### src/rtl/band_power_scheduler_if.sv
// Bus bundle between the EEG FFT channels, the shared power calculator,
// the result consumer and band_power_scheduler.
// slave  : seen from the scheduler.
// master : seen from the environment that surrounds the scheduler.
interface band_power_scheduler_if #(
    parameter int NUM_CH = 4
) ();
    localparam int CW = $clog2(NUM_CH);

    // Channel request / grant and the per-channel FFT bin streams
    logic [NUM_CH-1:0]    ch_req;
    logic [NUM_CH-1:0]    ch_grant;
    logic [NUM_CH-1:0]    s_valid;
    logic [NUM_CH*32-1:0] s_real;
    logic [NUM_CH*32-1:0] s_imag;

    // Power calculator drive and its result
    logic                 pc_en;
    logic                 pc_valid;
    logic [31:0]          pc_real;
    logic [31:0]          pc_imag;
    logic                 pc_power_valid;
    logic [159:0]         pc_bands;

    // Result handshake and status
    logic                 res_valid;
    logic                 res_ready;
    logic [CW-1:0]        res_ch;
    logic [159:0]         res_bands;
    logic [15:0]          frames_done;
    logic                 timeout_err;

    modport slave (
        input  ch_req, s_valid, s_real, s_imag, pc_power_valid, pc_bands, res_ready,
        output ch_grant, pc_en, pc_valid, pc_real, pc_imag,
               res_valid, res_ch, res_bands, frames_done, timeout_err
    );

    modport master (
        output ch_req, s_valid, s_real, s_imag, pc_power_valid, pc_bands, res_ready,
        input  ch_grant, pc_en, pc_valid, pc_real, pc_imag,
               res_valid, res_ch, res_bands, frames_done, timeout_err
    );
endinterface

### src/rtl/band_power_scheduler.sv
// band_power_scheduler: time-shares one band-power calculator between
// NUM_CH EEG FFT channel streams. Round-robin grant, zero-latency bin
// forwarding from the granted channel, result held until accepted.
// Optional macro BPS_TIMEOUT_EN adds a STREAM watchdog that abandons a
// frame after TIMEOUT_CYCLES cycles without a calculator result.
module band_power_scheduler #(
    parameter int NUM_CH         = 4,
    parameter int EPOCH_LENGTH   = 256,
    parameter int TIMEOUT_CYCLES = 1024
) (
    input logic                   clk,
    input logic                   rst_n,
    band_power_scheduler_if.slave bus
);
    localparam int CW = $clog2(NUM_CH);

    localparam logic [1:0] ST_IDLE   = 2'd0;
    localparam logic [1:0] ST_STREAM = 2'd1;
    localparam logic [1:0] ST_OUT    = 2'd2;

    // One past the number of valid bins in an epoch half; counter stops here
    localparam logic [8:0] BIN_SAT = 9'(EPOCH_LENGTH / 2 + 2);

    logic [1:0]        state_q,       state_d;
    logic [CW-1:0]     last_grant_q,  last_grant_d;
    logic [8:0]        bin_cnt_q,     bin_cnt_d;
    logic [15:0]       frames_done_q, frames_done_d;
    logic              res_valid_q,   res_valid_d;
    logic [CW-1:0]     res_ch_q,      res_ch_d;
    logic [159:0]      res_bands_q,   res_bands_d;
    logic [NUM_CH-1:0] ch_grant_q,    ch_grant_d;
    logic              pc_en_q,       pc_en_d;

    logic              pick_found_s;
    logic [CW-1:0]     pick_idx_s;
    logic              pc_valid_s;
    logic [31:0]       pc_real_s;
    logic [31:0]       pc_imag_s;

`ifdef BPS_TIMEOUT_EN
    localparam int            TW       = $clog2(TIMEOUT_CYCLES + 1);
    localparam logic [TW-1:0] TMO_LAST = TW'(TIMEOUT_CYCLES - 1);
    logic [TW-1:0] tmo_cnt_q, tmo_cnt_d;
    logic          timeout_err_q, timeout_err_d;
`endif

    // Round-robin search starting one above the last granted channel
    always_comb begin
        logic [CW-1:0] cand_s;
        pick_found_s = 1'b0;
        pick_idx_s   = '0;
        cand_s       = '0;
        for (int i = 1; i <= NUM_CH; i++) begin
            cand_s = CW'((int'(last_grant_q) + i) % NUM_CH);
            if (!pick_found_s && bus.ch_req[cand_s]) begin
                pick_found_s = 1'b1;
                pick_idx_s   = cand_s;
            end else begin
                pick_found_s = pick_found_s;
            end
        end
    end

    // Zero-latency mux of the granted channel's bins; quiet outside STREAM
    always_comb begin
        pc_valid_s = 1'b0;
        pc_real_s  = 32'd0;
        pc_imag_s  = 32'd0;
        for (int k = 0; k < NUM_CH; k++) begin
            if ((state_q == ST_STREAM) && (CW'(k) == last_grant_q)) begin
                pc_valid_s = bus.s_valid[k];
                pc_real_s  = bus.s_real[k*32 +: 32];
                pc_imag_s  = bus.s_imag[k*32 +: 32];
            end else begin
                pc_valid_s = pc_valid_s;
            end
        end
    end

    // Frame FSM next-state and registered-output next values
    always_comb begin
        state_d       = state_q;
        last_grant_d  = last_grant_q;
        bin_cnt_d     = bin_cnt_q;
        frames_done_d = frames_done_q;
        res_valid_d   = res_valid_q;
        res_ch_d      = res_ch_q;
        res_bands_d   = res_bands_q;
        ch_grant_d    = ch_grant_q;
        pc_en_d       = pc_en_q;
`ifdef BPS_TIMEOUT_EN
        tmo_cnt_d     = tmo_cnt_q;
        timeout_err_d = 1'b0;
`endif
        case (state_q)
            ST_IDLE: begin
                ch_grant_d = '0;
                pc_en_d    = 1'b0;
                if (pick_found_s) begin
                    state_d                = ST_STREAM;
                    last_grant_d           = pick_idx_s;
                    ch_grant_d[pick_idx_s] = 1'b1;
                    pc_en_d                = 1'b1;
                    bin_cnt_d              = 9'd0;
`ifdef BPS_TIMEOUT_EN
                    tmo_cnt_d              = '0;
`endif
                end else begin
                    state_d = ST_IDLE;
                end
            end
            ST_STREAM: begin
                if (pc_valid_s && (bin_cnt_q != BIN_SAT)) begin
                    bin_cnt_d = bin_cnt_q + 9'd1;
                end else begin
                    bin_cnt_d = bin_cnt_q;
                end
`ifdef BPS_TIMEOUT_EN
                tmo_cnt_d = tmo_cnt_q + TW'(1);
`endif
                // A result arriving in the expiry cycle is still captured
                if (bus.pc_power_valid) begin
                    res_bands_d = bus.pc_bands;
                    res_ch_d    = last_grant_q;
                    res_valid_d = 1'b1;
                    ch_grant_d  = '0;
                    state_d     = ST_OUT;
                end
`ifdef BPS_TIMEOUT_EN
                else if (tmo_cnt_q == TMO_LAST) begin
                    timeout_err_d = 1'b1;
                    ch_grant_d    = '0;
                    pc_en_d       = 1'b0;
                    state_d       = ST_IDLE;
                end
`endif
                else begin
                    state_d = ST_STREAM;
                end
            end
            ST_OUT: begin
                if (res_valid_q && bus.res_ready) begin
                    res_valid_d   = 1'b0;
                    pc_en_d       = 1'b0;
                    frames_done_d = frames_done_q + 16'd1;
                    state_d       = ST_IDLE;
                end else begin
                    state_d = ST_OUT;
                end
            end
            default: begin
                state_d     = ST_IDLE;
                ch_grant_d  = '0;
                pc_en_d     = 1'b0;
                res_valid_d = 1'b0;
            end
        endcase
    end

    // State and output registers with synchronous active-low reset
    always_ff @(posedge clk) begin
        if (!rst_n) begin
            state_q       <= ST_IDLE;
            last_grant_q  <= CW'(NUM_CH - 1);
            bin_cnt_q     <= 9'd0;
            frames_done_q <= 16'd0;
            res_valid_q   <= 1'b0;
            res_ch_q      <= '0;
            res_bands_q   <= 160'd0;
            ch_grant_q    <= '0;
            pc_en_q       <= 1'b0;
        end else begin
            state_q       <= state_d;
            last_grant_q  <= last_grant_d;
            bin_cnt_q     <= bin_cnt_d;
            frames_done_q <= frames_done_d;
            res_valid_q   <= res_valid_d;
            res_ch_q      <= res_ch_d;
            res_bands_q   <= res_bands_d;
            ch_grant_q    <= ch_grant_d;
            pc_en_q       <= pc_en_d;
        end
    end

`ifdef BPS_TIMEOUT_EN
    // Watchdog counter and one-cycle error pulse
    always_ff @(posedge clk) begin
        if (!rst_n) begin
            tmo_cnt_q     <= '0;
            timeout_err_q <= 1'b0;
        end else begin
            tmo_cnt_q     <= tmo_cnt_d;
            timeout_err_q <= timeout_err_d;
        end
    end
    assign bus.timeout_err = timeout_err_q;
`else
    assign bus.timeout_err = 1'b0;
`endif

    assign bus.ch_grant    = ch_grant_q;
    assign bus.pc_en       = pc_en_q;
    assign bus.pc_valid    = pc_valid_s;
    assign bus.pc_real     = pc_real_s;
    assign bus.pc_imag     = pc_imag_s;
    assign bus.res_valid   = res_valid_q;
    assign bus.res_ch      = res_ch_q;
    assign bus.res_bands   = res_bands_q;
    assign bus.frames_done = frames_done_q;
endmodule
### src/flat_wrapper.sv
// flat-port wrapper written by rule: the top's interface ports become plain ports
module band_power_scheduler_flat 
#(
    parameter int NUM_CH         = 4,
    parameter int EPOCH_LENGTH   = 256,
    parameter int TIMEOUT_CYCLES = 1024
)
  (clk, rst_n, bus_ch_req, bus_s_valid, bus_s_real, bus_s_imag, bus_pc_power_valid, bus_pc_bands, bus_res_ready, bus_ch_grant, bus_pc_en, bus_pc_valid, bus_pc_real, bus_pc_imag, bus_res_valid, bus_res_ch, bus_res_bands, bus_frames_done, bus_timeout_err);
  band_power_scheduler_if #(.NUM_CH(NUM_CH)) bus_i ();
  input logic clk;
  input logic rst_n;
  input wire logic [$bits(bus_i.ch_req)-1:0] bus_ch_req;
  input wire logic [$bits(bus_i.s_valid)-1:0] bus_s_valid;
  input wire logic [$bits(bus_i.s_real)-1:0] bus_s_real;
  input wire logic [$bits(bus_i.s_imag)-1:0] bus_s_imag;
  input wire logic [$bits(bus_i.pc_power_valid)-1:0] bus_pc_power_valid;
  input wire logic [$bits(bus_i.pc_bands)-1:0] bus_pc_bands;
  input wire logic [$bits(bus_i.res_ready)-1:0] bus_res_ready;
  output wire logic [$bits(bus_i.ch_grant)-1:0] bus_ch_grant;
  output wire logic [$bits(bus_i.pc_en)-1:0] bus_pc_en;
  output wire logic [$bits(bus_i.pc_valid)-1:0] bus_pc_valid;
  output wire logic [$bits(bus_i.pc_real)-1:0] bus_pc_real;
  output wire logic [$bits(bus_i.pc_imag)-1:0] bus_pc_imag;
  output wire logic [$bits(bus_i.res_valid)-1:0] bus_res_valid;
  output wire logic [$bits(bus_i.res_ch)-1:0] bus_res_ch;
  output wire logic [$bits(bus_i.res_bands)-1:0] bus_res_bands;
  output wire logic [$bits(bus_i.frames_done)-1:0] bus_frames_done;
  output wire logic [$bits(bus_i.timeout_err)-1:0] bus_timeout_err;
  assign bus_i.ch_req = bus_ch_req;
  assign bus_i.s_valid = bus_s_valid;
  assign bus_i.s_real = bus_s_real;
  assign bus_i.s_imag = bus_s_imag;
  assign bus_i.pc_power_valid = bus_pc_power_valid;
  assign bus_i.pc_bands = bus_pc_bands;
  assign bus_i.res_ready = bus_res_ready;
  assign bus_ch_grant = bus_i.ch_grant;
  assign bus_pc_en = bus_i.pc_en;
  assign bus_pc_valid = bus_i.pc_valid;
  assign bus_pc_real = bus_i.pc_real;
  assign bus_pc_imag = bus_i.pc_imag;
  assign bus_res_valid = bus_i.res_valid;
  assign bus_res_ch = bus_i.res_ch;
  assign bus_res_bands = bus_i.res_bands;
  assign bus_frames_done = bus_i.frames_done;
  assign bus_timeout_err = bus_i.timeout_err;
  band_power_scheduler #(.NUM_CH(NUM_CH), .EPOCH_LENGTH(EPOCH_LENGTH), .TIMEOUT_CYCLES(TIMEOUT_CYCLES)) u_core (.clk(clk), .rst_n(rst_n), .bus(bus_i));
endmodule
### config.mk
export PLATFORM = sky130hd
export DESIGN_NAME = band_power_scheduler_flat
export DESIGN_NICKNAME = d
export VERILOG_FILES = /design/src/rtl/band_power_scheduler_if.sv /design/src/rtl/band_power_scheduler.sv /design/src/flat_wrapper.sv
export SDC_FILE = /design/constraint.sdc
export NUM_CORES = 1
export LEC_CHECK = 0
export CAP_MARGIN = 20
export CORE_AREA = 2 2 267 269
export CTS_BUF_LIST = sky130_fd_sc_hd__clkbuf_4 sky130_fd_sc_hd__clkbuf_8 sky130_fd_sc_hd__clkbuf_16
export DETAILED_ROUTE_END_ITERATION = 10
export DIE_AREA = 0 0 269 271
export GPL_TIMING_DRIVEN = 0
export PLACE_DENSITY = 0.46
export SLEW_MARGIN = 20
export SYNTH_ARGS = -nofsm -noshare
export SYNTH_HDL_FRONTEND = slang
export SYNTH_SLANG_ARGS = --single-unit
### constraint.sdc
create_clock -name clk -period 2.36 [get_ports clk]
set_input_delay 0.236 -clock clk [delete_from_list [all_inputs] [get_ports clk]]
set_output_delay 0.236 -clock clk [all_outputs]
set_load 0.01 [all_outputs]
==> qor.csv <==
stage,metric,value,unit
power,cellPowerDensity,566,nW/um^2
cts,cts_buffer_depth,2,
sta,hold_violations,0,
sta,rsz0062_at_grt,yes,
setup_path,cp_num_buf_inv,5,
setup_path,worst_setup_path_end_kind,output port,
setup_path,cp_slowest_cell,dfxtp_2,
grt,antenna_found_initial,33,
logic_synthesis,ys_ff_latch,188,
sta,tightest_slew,0.919,ns
cts,root_buffer,clkbuf_16,
power,finalPower,10.1,mW
grt,grt_max_degree,24,
floorplan,pin_count,678,
setup_path,critPathLaunchType,flip-flop,
logic_synthesis,async_reset_ff_share,0,%
grt,grt_use_total,16.0,%
detailed_routing,wirelength,61300,microns
detailed_routing,drtIter0Drc,522,
placement,dp_cells,2790,
logic_synthesis,synth-edff-count,0,
status,status,"complete, but fails checks",
power,p_leak,6.28,nW
setup_path,critPathTopFamily,buffers and inverters,
floorplan,die_h,271,microns
sta,finalCritPeriodShare,114,%
detailed_routing,drc_errors,0,
floorplan,rows,97,
logic_synthesis,avgSynthCellArea,7.38,sq um
detailed_routing,via_per_inst,4.02,
logic_synthesis,synth_nets,1608,
cts,clk_latency,0.49,ns
hold_path,hold_class,in2reg,
detailed_routing,wire_per_inst,21.4,microns
sta,slew_violations,0,
sta,setup_violations,65,
cts,clk_pin_slew,0.10,ns
final_layout,nets,2325,
sta,relSlewSlack,38.7,%
cts,cts-htree-levels,4,
setup_path,crit_path_max_incr_delay,0.35,ns
sta,clock.fmax,372,MHz
sta,worst_slack,-0.328,ns
floorplan,start_util,12.4,%
cts,numCtsBuffers,17,
final_layout,layout.cells.non_filler,2866,
logic_synthesis,synth.yosys.seq_area_share,43.4,%
power,ir_drop,494,uV
placement,dp_slack,-1.38,ns
final_layout,fill_cells,7684,
placement,routabilityCongestion,0.968,
placement,portBuffers,675,
sta,min_period,2.69,ns
logic_synthesis,syn-cell-area,8670,sq um
setup_path,critPathArrivalTime,2.45,ns
floorplan,die_area,72900,sq um
setup_path,critical_path_required,2.12,ns
cts,cts_tree,built,
setup_path,cp_cell_sequence,buf_8 -> inv_4 -> ha_4 -> and4bb_4 -> buf_12 -> buf_8 -> a221o_1 -> o21ai_2 -> o21ai_2 -> buf_6,
floorplan,die_width,269,microns
placement,hpwl,50600,microns
grt,grt_pass1_wl,81900,microns
logic_synthesis,yosysWarnings,0,
floorplan,core_area,69800,sq um
detailed_routing,drt-pass1-iter-count,5,
cts,cts_sinks,188,
logic_synthesis,synth_cell_types,51,
logic_synthesis,synth_cells,1175,
grt,gr-total-overflow,0,
sta,setup_tns,-15.05,ns
detailed_routing,ant_nets,0,
run,drv_cap,0,
setup_path,crit_fanout,7,
final_layout,drive_gt1_share,12.8,%
sta,fin_skew,0.0171,ns
status,violations,negative setup slack,
sta,holdWs,0.284,ns
detailed_routing,vias,11508,
final_layout,synthToLayoutAreaGrowth,105,%
grt,grt_pass1_vias,11454,
logic_synthesis,ys.flop_type,dfxtp_1,
setup_path,setup.worst_path.class,reg2out,
area by class of cell:
cell class                      count  area, sq um  share of cell area, %
Antenna cell                       21         52.6                  0.295
Buffer                            105          714                   4.01
Clock buffer                       17          425                   2.39
Clock inverter                     15          220                   1.24
Inverter                            5         26.3                  0.148
Multi-Input combinational cell    877         4650                   26.1
Sequential cell                   188         3770                   21.2
Tap cell                          940         1180                   6.61
Timing Repair Buffer              698         6770                   38.0
metal layers:
metal	up-vias	part of all wire, %	track usage, %
met5	-	0	0
met4	0	5.0	12.1
met3	86	7.0	4.40
met2	516	54	29.3
li1	5524	-	-
met1	5382	34	14.9
logic make-up (layout without fill, tap and decap cells):
family	after synthesis	after routing	share of synthesized area (%)
xor gates and xnor gates	9	9	0.909
and+or+nand+nor	465	465	21.8
adders and majority gates	5	5	0.722
other	1	22	0.0433
buffers and inverters	110	840	5.37
muxes	3	3	0.491
DFF	188	188	43.4
AOI/OAI and AO/OA	394	394	27.3
what timing repair did:
item,in CTS,in global routing
hold buffers,0,0
pin swaps,55,30
buffers inserted,12,5
resized for setup,563,31
endpoints found under the setup margin,152,68
cloned,2,4
synthesized netlist by cell type (2+ instances only):
master	number	area share (%)
inv_1	5	0.22
or4_1	4	0.35
nor3b_1	2	0.17
nor4_1	2	0.14
or3_1	3	0.22
and2_1	3	0.22
nor3_1	3	0.17
nand2_1	406	18
xnor2_1	4	0.40
nand2b_1	2	0.14
nor2_1	14	0.61
buf_2	30	1.7
a32o_1	2	0.23
o21ai_0	136	7.9
and3b_1	2	0.20
ha_1	5	0.72
o211ai_1	2	0.17
nand4_1	3	0.22
clkbuf_1	71	3.1
mux2i_1	2	0.23
o31ai_1	8	0.69
a21oi_1	172	9.9
xor2_1	5	0.51
nand3_1	6	0.35
a221o_1	65	7.5
dfxtp_1	188	43
nor2b_1	5	0.36
buf_4	2	0.17
report_power, final:
part	switching, mW	internal (mW)
registers	0.0940	3.34
logic	1.70	1.72
clock network	1.74	1.50
cell usage in the layout, fill, tap and decap left out, types with 3 or more instances in the layout:
cell type | Yosys | layout
clkdlybuf4s50_1 | 0 | 610
nand2_1 | 406 | 405
dfxtp_1 | 188 | 185
a21oi_1 | 172 | 172
o21ai_1 | 0 | 81
buf_2 | 30 | 72
a221o_1 | 65 | 65
o21ai_2 | 0 | 44
clkbuf_1 | 71 | 44
diode_2 | 0 | 21
clkbuf_16 | 0 | 21
buf_6 | 1 | 16
buf_4 | 2 | 14
clkbuf_2 | 0 | 14
nor2_1 | 14 | 14
buf_8 | 0 | 12
o21ai_0 | 136 | 10
clkbuf_4 | 0 | 9
o31ai_1 | 8 | 8
nand3_1 | 6 | 6
xor2_1 | 5 | 5
clkinv_8 | 0 | 5
buf_12 | 0 | 4
nor2b_1 | 5 | 4
or4_1 | 4 | 4
xnor2_1 | 4 | 4
inv_12 | 0 | 4
inv_8 | 0 | 4
inv_1 | 5 | 3
or3_1 | 3 | 3
nand4_1 | 3 | 3
nor3_1 | 3 | 3
dfxtp_2 | 0 | 3
path summary, 6_finish.rpt:
check | endpoint | slack [ns] | depth (start not counted) | start
worst min-delay path | u_core.bus.res_bands[62] | 0.28 | 3 | bus_pc_bands[62]
worst max-delay path | bus_pc_real[3] | -0.33 | 10 | u_core.last_grant_q[1]
worst min register to register | u_core.bus.res_bands[95] | 0.46 | 2 | u_core.bus.res_bands[95]
worst max register to register | u_core.bus.res_bands[9] | 0.24 | 7 | u_core.state_q[0]
flip-flops by register name, indices dropped and copies added, names as in the netlist:
| name | flops |
|---|---|
| u_core.bus.res_ch | 2 |
| u_core.bus.ch_grant | 4 |
| u_core.state_q | 2 |
| u_core.bus.res_bands | 160 |
| u_core.bus.res_valid | 1 |
| u_core.bus.pc_en | 1 |
| u_core.bus.frames_done | 16 |
| u_core.last_grant_q | 2 |
worst min-delay path, cell delays in order:
cell             delay [ns]
clkdlybuf4s50_1        0.40
nand2_1                0.05
a21oi_1                0.05
stage by stage:
stage	util [%]	instance area [sq um]
4_1_cts	25.1	17500
3_3_place_gp	23.8	16600
3_5_place_dp	23.8	16600
2_1_floorplan	-	8670
6_report	25.5	17800
5_1_grt	25.5	17800
Power figures use the tool's default switching activity.
